## src/rtl/pipe_stage_elastic.sv

```systemverilog
// pipe_stage_elastic: elastic pipeline-stage register with a one-entry skid
// buffer. It carries a DATA_W data bundle and a CTRL_W control bundle and
// sustains one item per cycle under a valid/ready handshake. A synchronous
// flush empties the stage and forces the control fields to CTRL_RST.
// Optional feature macro: PIPE_PERF_CNT_EN adds saturating stall and bubble
// counters (ports stall_cnt, bubble_cnt).
module pipe_stage_elastic #(
  parameter int                DATA_W   = 256,
  parameter int                CTRL_W   = 16,
  parameter logic [CTRL_W-1:0] CTRL_RST = '0,
  parameter int                CNT_W    = 32
) (
  input  logic              clk,
  input  logic              rst,
  input  logic              in_valid,
  output logic              in_ready,
  input  logic [DATA_W-1:0] in_data,
  input  logic [CTRL_W-1:0] in_ctrl,
  input  logic              flush,
  output logic              out_valid,
  input  logic              out_ready,
  output logic [DATA_W-1:0] out_data,
  output logic [CTRL_W-1:0] out_ctrl
`ifdef PIPE_PERF_CNT_EN
  ,
  output logic [CNT_W-1:0]  stall_cnt,
  output logic [CNT_W-1:0]  bubble_cnt
`endif
);

  // Occupancy encoding {skid_v, main_v}; 2'b10 cannot occur.
  localparam logic [1:0] ST_EMPTY = 2'b00;
  localparam logic [1:0] ST_FULL  = 2'b01;
  localparam logic [1:0] ST_SKID  = 2'b11;

  logic              main_v_q, main_v_d;
  logic [DATA_W-1:0] main_d_q, main_d_d;
  logic [CTRL_W-1:0] main_c_q, main_c_d;
  logic              skid_v_q, skid_v_d;
  logic [DATA_W-1:0] skid_d_q, skid_d_d;
  logic [CTRL_W-1:0] skid_c_q, skid_c_d;

  logic [1:0] state;
  logic       in_fire;
  logic       out_fire;

  // Ready comes straight from the skid flop, so out_ready never reaches in_ready.
  assign in_ready  = ~skid_v_q;
  assign out_valid = main_v_q;
  assign out_data  = main_d_q;
  assign out_ctrl  = main_v_q ? main_c_q : CTRL_RST;

  assign in_fire  = in_valid & ~skid_v_q;
  assign out_fire = main_v_q & out_ready;
  assign state    = {skid_v_q, main_v_q};

  // Next-state for both entries; flush overrides every handshake event.
  always_comb begin
    main_v_d = main_v_q;
    main_d_d = main_d_q;
    main_c_d = main_c_q;
    skid_v_d = skid_v_q;
    skid_d_d = skid_d_q;
    skid_c_d = skid_c_q;
    if (flush) begin
      // Any in_fire this cycle is dropped; data registers keep stale values.
      main_v_d = 1'b0;
      skid_v_d = 1'b0;
      main_c_d = CTRL_RST;
      skid_c_d = CTRL_RST;
    end else begin
      case (state)
        ST_EMPTY: begin
          if (in_fire) begin
            main_v_d = 1'b1;
            main_d_d = in_data;
            main_c_d = in_ctrl;
          end
        end
        ST_FULL: begin
          if (in_fire && out_fire) begin
            main_d_d = in_data;
            main_c_d = in_ctrl;
          end else if (out_fire) begin
            main_v_d = 1'b0;
          end else if (in_fire) begin
            skid_v_d = 1'b1;
            skid_d_d = in_data;
            skid_c_d = in_ctrl;
          end
        end
        ST_SKID: begin
          // Skid drains into main before anything new is accepted (FIFO order).
          if (out_fire) begin
            main_d_d = skid_d_q;
            main_c_d = skid_c_q;
            skid_v_d = 1'b0;
            skid_c_d = CTRL_RST;
          end
        end
        default: begin
          main_v_d = 1'b0;
          skid_v_d = 1'b0;
          main_c_d = CTRL_RST;
          skid_c_d = CTRL_RST;
        end
      endcase
    end
  end

  // Main and skid registers; reset discards both entries immediately.
  always_ff @(posedge clk or posedge rst) begin
    if (rst) begin
      main_v_q <= 1'b0;
      main_d_q <= '0;
      main_c_q <= CTRL_RST;
      skid_v_q <= 1'b0;
      skid_d_q <= '0;
      skid_c_q <= CTRL_RST;
    end else begin
      main_v_q <= main_v_d;
      main_d_q <= main_d_d;
      main_c_q <= main_c_d;
      skid_v_q <= skid_v_d;
      skid_d_q <= skid_d_d;
      skid_c_q <= skid_c_d;
    end
  end

`ifdef PIPE_PERF_CNT_EN
  logic [CNT_W-1:0] stall_q, stall_d;
  logic [CNT_W-1:0] bubble_q, bubble_d;

  // Saturating counters: stall = held item refused, bubble = ready but empty.
  always_comb begin
    stall_d  = stall_q;
    bubble_d = bubble_q;
    if (main_v_q && !out_ready && !(&stall_q))  stall_d  = stall_q + 1'b1;
    if (!main_v_q && out_ready && !(&bubble_q)) bubble_d = bubble_q + 1'b1;
  end

  // Counter registers; cleared only by reset, flush leaves them alone.
  always_ff @(posedge clk or posedge rst) begin
    if (rst) begin
      stall_q  <= '0;
      bubble_q <= '0;
    end else begin
      stall_q  <= stall_d;
      bubble_q <= bubble_d;
    end
  end

  assign stall_cnt  = stall_q;
  assign bubble_cnt = bubble_q;
`else
  logic [31:0] unused_cnt_w;
  assign unused_cnt_w = 32'(CNT_W);
`endif

endmodule
```

## config.mk

```make
export PLATFORM = sky130hd
export DESIGN_NAME = pipe_stage_elastic
export DESIGN_NICKNAME = d
export VERILOG_FILES = /design/src/rtl/pipe_stage_elastic.sv
export SDC_FILE = /design/constraint.sdc
export NUM_CORES = 1
export LEC_CHECK = 0
export CORE_AREA = 2 2 212 214
export DETAILED_ROUTE_END_ITERATION = 10
export DIE_AREA = 0 0 214 216
export DONT_BUFFER_PORTS = 1
export PLACE_DENSITY = 0.72
export SYNTH_ARGS = -nofsm -noshare
export SYNTH_HDL_FRONTEND = slang
export SYNTH_SLANG_ARGS = --single-unit
```

## constraint.sdc

```tcl
create_clock -name clk -period 30.3 [get_ports clk]
set_input_delay 6.06 -clock clk [delete_from_list [all_inputs] [get_ports clk]]
set_output_delay 6.06 -clock clk [all_outputs]
set_load 0.005 [all_outputs]
```

Word-level counts from Yosys, hierarchy flattened
Index checks and enable logic that the tools add are counted.
Word-level totals
  bits of input ports: 277
  output and inout port bits: 274
  logic and storage cells: 58
  flip-flop bits (word level): 546
Operators by class
  reduce and logical (&&, ||, !) cells: 8
  bitwise gates (word level): 6
  multiplexer cells: 24
  equality and inequality tests: 14
Operators with widths (count)
  $mux W256: 3
  $pmux W256 S3: 1
  $mux W16: 9
  $pmux W16 S3: 2
  $ne A3 B3 Y1 const B: 7
  $reduce_and A5 Y1: 3
  $ne A2 B2 Y1 const B: 5
  $mux W1: 7
  $pmux W1 S3: 2
  $not A1 Y1: 4
  $reduce_and A4 Y1: 1
  $reduce_and A3 Y1: 1
  $reduce_bool A3 Y1: 1
  $and A1 B1 Y1: 2
  $eq A2 B1 Y1 const B: 1
  $eq A2 B2 Y1 const B: 1
  $logic_not A2 Y1: 1
  $logic_and A1 B1 Y1: 1

Longest topological paths before layout
  depth after elaboration: 7
  depth in mapped cells: 7

Worst setup path before layout
No wires, ideal clock.
  path type: input-to-reg
  start point: input out_ready
  end point: register main_d_q[0], in the netlist out_data[0]
  data required time: 30175 ps
  arrival time: 7107 ps
  stages on the path: 5
  slack: 23068 ps
  buffers on the path: 2
  cells stage by stage: nand2b_1 -> o2111a_2 -> buf_6 -> buf_6 -> mux2_4
On the way
  cells in the longest elaborated chain, start to end: 4
RTL lines
  start, declared: RTL line 21  | input logic out_ready,
  $and A1 B1 Y1 (*): RTL line 54  | assign out_fire = main_v_q & out_ready;
  $logic_and A1 B1 Y1: RTL line 81  | if (in_fire && out_fire) begin
  $ne A2 B2 Y1 (no line)
  $reduce_and A5 Y1 (no line) (*)
  end signal, assigned: RTL line 122  | main_d_q <= main_d_d;
  end, declared: RTL line 37  | logic [DATA_W-1:0] main_d_q, main_d_d;
Mark *: on every way between the ends. The rest lies on a longest branch, timed or not.
A chain may end at the register's enable or synchronous reset.

Final worst setup path
  start point: input out_ready
  end point: register main_d_q[48], in the netlist out_data[48]
Same word-level chain as after synthesis.

==> run metrics <==
PwrDens=73.0 mW/mm^2; htree depth=2; core area=0.0438 sq mm; die area=0.0462 sq mm; remaining global-route overflow=0; Diodes inserted=0; Setup crit start=out_ready; most used flip-flop cell after synthesis=dfrtp_1; final non-filler cell total=2114; Reg-to-Reg Start=out_valid; Root Buffer=clkbuf_16; fillcell total=3221; post-layout min period=8.94 ns; clk_lat worst skew=0.60 ns; TritonCTS buffer count=57; largest net degree at the start of global routing=151; critical path capture point type=flip-flop; Post-synth EDFFs=0; first-pass GRT wire length=85400 um; FF+latch area=0.0137 sq mm; maximum VDD drop=0.0000576 V; WL/cell=26.5 um; Layout area overhead=8.23%; Post-Synth Simple-Gate Area=0.782%; Least-Margin Pin Slew=1.22 ns; count leader, synth=dfrtp_1; CTS tree=yes; Num Clock Sinks=546; DRT antenna net count=0; largest family of logic cells by synthesized area=multiplexers; Max Slew Vio Count=0; multi-input combinational cell area=0.0102 sq mm; largest cells by area after synthesis=dfrtp_1, mux2_2, mux2_4; Residual DRC=0; Yosys reg bits=546; Ys Warns=0; cell area after synthesis=0.0246 sq mm; Ports=551; GRT Util Overall=24.1%; hold-fix buffers at CTS=0; FMAX=0.112 GHz; DP Cell Count=2009; synth cell count leaders=dfrtp_1, mux2_2, mux2_4, mux2_1, buf_6; CTS clk-pin slew, worst paths=0.06 ns; Syn Nets=1771; Worst Path Required=30.78 ns; area fraction in compound gates after synthesis=1.76%; initial antenna violation count=1; Initial DRC Count=715; Max-cap violations=0; Crit Path Class=in -> reg; status=finished, final reports clean; path depth of the worst reg2reg path=6; Placement Setup Slack=20.74 ns; CP Data Arrival Time=9.42 ns; vias per std cell=5.86; asr flop ratio synth=100%; # rows=77; Leakage Power=11.8 nW; Mapped Avg Cell Area=16.5 sq um; share of cells above drive strength 1=53.4%; Hold Path Class=reg -> reg; Slew HR=18.5%; Final TNS setup=0 ns; I/O Buffers=0; vias in the first global route=13390; post-detail-place hpwl=37900 um; cell taking the most area after synthesis=dfrtp_1; CTS Buffer Depth=3; RSZ-0062 raised after global routing=false; buffer count from post-CTS setup fixing=0; worst reg2reg path endpoint=out_data[48]; Adder-Cell Fraction of Synth Area=0%; starting density of the core=56.2%; Routed WL=56100 um; Seq/Total Area, Yosys=55.5%; final net count=1753; 1st-pass router iterations=4; Post-Syn Instances=1494; crit path max fanout=60; Final Setup Violations=0; startpoint types=input pin; reg2reg setup slack=25.93 ns; CP endpoint=out_data[48]; PostCTS Resize Cnt=0; clock skew=0.0191 ns; XOR/XNOR Fraction of Synth Area=0%; Die H=216 um; gpl congestion=0.838; post-synth top area share=55.5%; distinct cell type count after synthesis=29; post-route setup slack=21.36 ns; vias=12387; final hold vios=0; die width=214 um; mux cell area share after synthesis=38.8%; Util after Layout=60.8%; Final period util=29.5%
==> cells in the final DEF (no fill, tap or decap), types with 2 or more instances in the layout <==
cell type  Yosys  final
a22o_1        16     16
bufinv_16      0      2
and2_1        16     16
mux2_2       457    457
a22oi_1       15     15
o2bb2ai_1     16     16
clkbuf_16      0     59
mux2_4       240    240
clkbuf_1       7     16
clkinv_2       0      8
a21oi_1        3      2
buf_4          1     16
mux2_1        71     71
nand2_1        2      2
dfrtp_1      546    546
clkbuf_8       0     18
nand2b_1       2      2
nor2_1         2      2
==> stage by stage <==
step | instance area (sq um) | total power, mW | hold WS (ns)
5_1_grt | 26700 | 2.03 | 0.493
4_1_cts | 26700 | 1.96 | 0.484
3_5_place_dp | 24800 | 1.26 | 0.466
2_1_floorplan | 24600 | 1.19 | 0.448
3_3_place_gp | 24800 | 1.24 | 0.465
6_report | 26700 | 1.95 | 0.478
==> area by class of cell <==
class / count / share of cell area (%)
inverter: 3 / 0.0704
clock buffer: 93 / 6.69
clock inverter: 12 / 0.441
multi-input combinational: 851 / 38.2
tap: 592 / 2.78
sequential: 546 / 51.3
timing repair buffer: 17 / 0.526
==> state kept, by name, indices dropped and copies added (netlist names) <==
signal	flops
skid_d_q	256
out_data	256
skid_v_q	1
main_c_q	16
skid_c_q	16
out_valid	1
==> power breakdown <==
| part | leakage (nW) | internal [mW] | switching, mW |
|---|---|---|---|
| combinational | 4.26 | 0.168 | 0.0775 |
| sequential | 6.61 | 0.885 | 0.115 |
| clock | 0.944 | 0.417 | 0.284 |
| total | 11.8 | 1.47 | 0.476 |
==> critical path, cell delays in order <==
cell and delay [ns]:
nand2b_1 0.21, o2111a_2 0.82, buf_4 0.82, buf_4 1.01, mux2_4 0.36
==> cell families after synthesis <==
family / Yosys count
muxes: 768
buffers and inverters: 97
AOI/OAI and AO/OA: 52
and+or+nand+nor: 31
DFF: 546
==> worst min-delay path by stage <==
stage / startpoint / end / slack [ns] / cells after the start
2_1_floorplan: main_c_q[0] / main_c_q[0] / 0.45 / 1
3_3_place_gp: main_c_q[12] / main_c_q[12] / 0.47 / 1
3_5_place_dp: main_c_q[4] / main_c_q[4] / 0.47 / 1
4_1_cts: main_c_q[4] / main_c_q[4] / 0.48 / 1
5_1_grt: main_c_q[12] / main_c_q[12] / 0.49 / 1
6_report: main_c_q[4] / main_c_q[4] / 0.48 / 1
==> per-layer routing <==
metal | GRT usage, % | part of all wire, % | up-vias
li1 | - | - | 5360
met4 | 9.07 | 3.3 | 2
met5 | 0 | 0.020 | -
met3 | 10.8 | 10 | 101
met1 | 28.7 | 38 | 6493
met2 | 38.6 | 48 | 431
Note: power is estimated with default switching activity, not from simulation.
